[config.mk]
export PLATFORM = sky130hd
export DESIGN_NAME = ruler_drv
export DESIGN_NICKNAME = d
export VERILOG_FILES = /design/src/rtl/ruler_drv.sv
export SDC_FILE = /design/constraint.sdc
export NUM_CORES = 1
export LEC_CHECK = 0
export BUFFER_PORTS_ARGS = -buffer_cell sky130_fd_sc_hd__buf_2
export CAP_MARGIN = 20
export CORE_MARGIN = 2
export CORE_UTILIZATION = 41
export CTS_BUF_LIST = sky130_fd_sc_hd__clkbuf_2
export DETAILED_ROUTE_END_ITERATION = 16
export GPL_ROUTABILITY_DRIVEN = 0
export GPL_TIMING_DRIVEN = 1
export RECOVER_POWER = 25
export REMOVE_ABC_BUFFERS = 1
export SLEW_MARGIN = 20
export SYNTH_ARGS = -nofsm -noshare
export SYNTH_HDL_FRONTEND = slang
export SYNTH_SLANG_ARGS = --single-unit
[constraint.sdc]
create_clock -name clk_i -period 1.7 [get_ports clk_i]
set_input_delay 0.255 -clock clk_i [delete_from_list [all_inputs] [get_ports clk_i]]
set_output_delay 0.255 -clock clk_i [all_outputs]
set_load 0.05 [all_outputs]
[src/rtl/ruler_drv.sv]
// Control-side driver for the one-hot LED ruler shifter: synchronises and debounces buttons,
// and produces a registered step strobe plus direction. Optional corner reflection: BOUNCE_EN.
module ruler_drv #(
  parameter int TICK_CNT    = 50000000,
  parameter int DEB_CNT     = 1000000,
  parameter int RULER_WIDTH = 8
) (
  input  logic                   clk_i,
  input  logic                   rst_ni,
  input  logic                   btn_l_i,
  input  logic                   btn_r_i,
  input  logic                   run_i,
  input  logic [RULER_WIDTH-1:0] ruler_i,
  output logic                   stb_o,
  output logic                   dir_o
);

  localparam int TW = (TICK_CNT > 1) ? $clog2(TICK_CNT) : 1;
  localparam int DW = (DEB_CNT > 1) ? $clog2(DEB_CNT) : 1;
  localparam logic [TW-1:0] TICK_LAST = TW'(TICK_CNT - 1);
  localparam logic [DW-1:0] DEB_LAST  = DW'(DEB_CNT - 1);

  typedef enum logic {IDLE, RUN} state_t;

  state_t          state;
  logic [2:0]      sync1, sync2;      // {run, btn_r, btn_l}
  logic [DW-1:0]   deb_cnt [2];
  logic [1:0]      stable, stable_q;  // [0] = left, [1] = right
  logic [TW-1:0]   prescale;
  logic            run_sync, press_l, press_r, tick, stb_nxt, dir_nxt;

  // NOTE: sequential state uses non-blocking (<=) so every flop samples pre-edge values.
  always_ff @(posedge clk_i or negedge rst_ni) begin
    if (!rst_ni) begin
      sync1 <= '0;
      sync2 <= '0;
    end else begin
      sync1 <= {run_i, btn_r_i, btn_l_i};
      sync2 <= sync1;
    end
  end

  assign run_sync = sync2[2];

  // A level change is accepted only after DEB_CNT consecutive cycles of disagreement.
  always_ff @(posedge clk_i or negedge rst_ni) begin
    if (!rst_ni) begin
      deb_cnt[0] <= '0;
      deb_cnt[1] <= '0;
      stable     <= '0;
      stable_q   <= '0;
    end else begin
      stable_q <= stable;
      for (int i = 0; i < 2; i++) begin
        if (sync2[i] == stable[i]) begin
          deb_cnt[i] <= '0;
        end else if (deb_cnt[i] == DEB_LAST) begin
          stable[i]  <= sync2[i];
          deb_cnt[i] <= '0;
        end else begin
          deb_cnt[i] <= deb_cnt[i] + DW'(1);
        end
      end
    end
  end

  assign press_l = stable[0] & ~stable_q[0];
  assign press_r = stable[1] & ~stable_q[1];

`ifdef BOUNCE_EN
  localparam logic [RULER_WIDTH-1:0] CORNER_R = RULER_WIDTH'(1);
  localparam logic [RULER_WIDTH-1:0] CORNER_L = CORNER_R << (RULER_WIDTH - 1);
`else
  logic unused_ruler;
  assign unused_ruler = ^ruler_i;
`endif

  // NOTE: every always_comb output gets a default first, otherwise a latch is inferred.
  always_comb begin
    dir_nxt = dir_o;
    if (press_r && !press_l) begin
      dir_nxt = 1'b1;
    end else if (press_l && !press_r) begin
      dir_nxt = 1'b0;
    end
    tick    = (state == RUN) && run_sync && (prescale == TICK_LAST);
    stb_nxt = tick || ((state == IDLE) && (press_l ^ press_r));
`ifdef BOUNCE_EN
    // Reflect off a corner only when no button spoke this cycle.
    if (stb_nxt && !(press_l || press_r)) begin
      if (dir_o && (ruler_i == CORNER_R)) begin
        dir_nxt = 1'b0;
      end else if (!dir_o && (ruler_i == CORNER_L)) begin
        dir_nxt = 1'b1;
      end
    end
`endif
  end

  always_ff @(posedge clk_i or negedge rst_ni) begin
    if (!rst_ni) begin
      state    <= IDLE;
      prescale <= '0;
      stb_o    <= 1'b0;
      dir_o    <= 1'b1;
    end else begin
      stb_o <= stb_nxt;
      dir_o <= dir_nxt;
      case (state)
        IDLE: begin
          prescale <= '0;
          if (run_sync) state <= RUN;
        end
        RUN: begin
          if (!run_sync) begin
            state    <= IDLE;
            prescale <= '0;
          end else if (prescale == TICK_LAST) begin
            prescale <= '0;
          end else begin
            prescale <= prescale + TW'(1);
          end
        end
        default: begin
          state    <= IDLE;
          prescale <= '0;
        end
      endcase
    end
  end

endmodule

==> flow_summary_export.csv <==
group,metric,value,unit
layout,final_common_cell,"dfrtp_1",
die,dieArea,0.0102,sq mm
route,met1_length,3750,um
power,ir_worst_vdd,0.336,mV
synthesis,async_flop_share,1.00,
sta,worst_slew_pin_slew,0.744,ns
clock_network,clock_path_buffers,2,
status,status,"finished with violations",
sta,hold_viol_final,0,
synthesis,yosysUniqueCellTypes,41,
clock_network,cts_buffers,9,
layout,layout-drive-gt1-share,0.295,
sta,max_freq,0.583,GHz
synthesis,synth_top_cell_area_share,0.508,
route,highest_layer,"met4",
sta,setup_viol,13,
global_routing,first_global_vias,2957,
route,wl_met3,140,um
layout,area_growth,23.6,%
power,p_per_area,655,mW/mm^2
hold_path,hold_path.class,"in -> async",
die,die-width,101,um
synthesis,syn-instance-count,378,
sta,fin_crit_sh,1.01,
sta,fin_skew,0.0199,ns
sta,slew_viol_final,0,
placement,dp_hpwl,5540,um
die,io_pins,15,
clock_network,clock_latency,0.51,ns
worst_setup_path,endpoint_kind,"register",
route,drt_iter0_markers,124,
clock_network,clk_pin_slew_worst_paths,0.22,ns
worst_setup_path,cpPeakStageDelay,0.56,ns
clock_network,cts.sinks,79,
worst_setup_path,slowest_stage,"or4b_4",
synthesis,yosys_most_used_dff,"dfrtp_1",
status,violations,"setup timing",
clock_network,cts_tree,"done",
route,routed_wl,8010,um
run,maxCapViolations,0,
layout,stdcell_count,552,
global_routing,grt_pass1_wl,13800,um
sta,min_period,1.71,ns
worst_setup_path,startpoint,"prescale[16]",
clock_network,clock_tree.root_cell,"clkbuf_2",
route,drtAntennaViolNets,0,
power,power.total,0.00311,W
sta,finalWorstSetupSlack,-0.0142,ns
route,avgRoutedWirePerCell,14.5,um
synthesis,synth_top_cells_by_area,"dfrtp_1, xor2_1, nor2_1",
synthesis,synth-warning-count,0,
worst_setup_path,crit_chain,"or4b_4 > nor4_4 > a31o_2 > buf_12 > nor2_1",
synthesis,synth_edf_count,0,
route,wl_met2,4010,um
global_routing,grt_max_degree,28,
synthesis,yosysSeqAreaShare,0.515,
sta,slew_headroom,0.504,
clock_network,h-tree-depth,3,
layout,final_cell_mix,"dfrtp_1, buf_4, nor2_1",
route,via_per_inst,5.44,
die,floorplan.initialDensity,0.420,
worst_setup_path,r2r_start,"prescale[16]",
global_routing,antenna_found_initial,0,
die,rows,35,
route,drc_errors,0,
placement,port_buffers,6,
worst_setup_path,critPathRequiredTime,2.12,ns
worst_setup_path,cp_max_fo,24,
layout,final_nets,453,
die,die_h,101,um
synthesis,syn-mean-instance-area,10.2,sq um
route,firstDrtPassIters,4,
synthesis,syn_area,0.00384,sq mm
worst_setup_path,crit_type,"reg -> reg",
route,num_vias,3002,
synthesis,ys_ff_latch,79,
global_routing,grt_remaining_overflow,0,
global_routing,grtUsageTotal,0.171,
layout,diodes,0,
worst_setup_path,cp.arrival,2.13,ns
die,core,0.00915,sq mm
synthesis,yosys.area.top_type,"dfrtp_1",
placement,place_ws,-0.0697,ns
power,leakagePower,1.94,nW
worst_setup_path,cp-start-kind,"register",
sta,rsz0062_at_grt,"yes",
placement,placed_cells,520,
-- state kept, by name (all words and copies together), names as in the netlist --
| signal | count |
|---|---|
| sync2 | 3 |
| state | 1 |
| stable_q | 2 |
| prescale | 26 |
| stb_o | 1 |
| deb_cnt | 40 |
| dir_o | 1 |
| sync1 | 3 |
| stable | 2 |
-- report_power, final --
group | leakage [nW] | total [W] | internal (W) | switching (W)
logic | 0.813 | 0.000182 | 0.0000764 | 0.000106
registers | 1.07 | 0.00192 | 0.00190 | 0.0000152
clock network | 0.0616 | 0.00101 | 0.000336 | 0.000672
-- cell usage after synthesis (3+ instances only) --
library cell  instances
nand2_1              17
and4_1                7
nand3_2               3
inv_1                 7
or4_1                 9
nand4b_1              4
nor3_1                7
dfrtp_1              78
clkbuf_1              4
nand4_1              14
buf_4                 5
ha_1                  4
buf_2                 6
o21ai_0              14
nor2_1               43
a21oi_1              22
nand3_1              27
xor2_1               24
nor4_1                6
and2_1                6
o31ai_1              11
or4b_1                3
and3_1               12
or3_1                11
xnor2_1              15
-- metal layers --
metal / global-route usage / up-vias
li1: - / 1471
met1: 0.233 / 1500
met2: 0.272 / 19
met3: 0.0381 / 12
met4: 0.0516 / 0
met5: 0 / -
-- timing repair --
item	4_1_cts	5_1_grt
buffers inserted	2	9
hold buffers	4	0
gates cloned	0	1
gates resized for setup	8	54
endpoints found under the setup margin	61	66
endpoints found under the hold margin	82	0
pin swaps	1	11
-- critical path: cells and delay by family, from the launching register on --
kind	cells	cell delay, ns
AOI/OAI and AO/OA	1	0.22
buffers and inverters	1	0.17
and+or+nand+nor	3	0.81
DFF	1	0.43
-- path summary, 6_finish.rpt --
check | end | slack [ns] | cells past startpoint
setup / recovery | prescale[12] | -0.01 | 5
hold / removal | prescale[17] | 0.30 | 2
setup reg to reg | prescale[12] | -0.01 | 5
hold reg to reg | sync2[0] | 0.38 | 0
max in group asynchronous | deb_cnt[16] | 0.72 | 3
min in group clk_i | sync1[2] | 0.37 | 2
-- cells by family after synthesis --
family,count (synthesis),synth area share
compound gates,50,0.0745
buf+inv,24,0.0322
xor+xnor,39,0.0889
mux,3,0.00879
flops,79,0.515
fa+ha+maj,4,0.0130
simple gates,179,0.268
-- through the flow --
| step | util | hold WS (ns) | TNS, ns | instance area (sq um) |
|---|---|---|---|---|
| 6_report | 0.519 | 0.305 | -0.0764 | 4750 |
| 5_1_grt | 0.519 | 0.308 | -2.38 | 4750 |
| 4_1_cts | 0.489 | 0.160 | -0.00526 | 4480 |
| 3_5_place_dp | 0.466 | 0.212 | -1.63 | 4270 |
| 3_3_place_gp | 0.466 | 0.215 | 0 | 4270 |
| 2_1_floorplan | - | -0.0406 | -26.61 | 3750 |
-- area by class of cell --
cell class | instances | area [sq um]
clock inverters | 6 | 61.3
well taps | 111 | 139
clock buffers | 10 | 50.0
inverters | 7 | 26.3
fillers | 840 | 4400
multi-input cells | 275 | 1960
repair buffers | 64 | 531
flip-flops and latches | 79 | 1980
(Power assumes the default switching activity.)
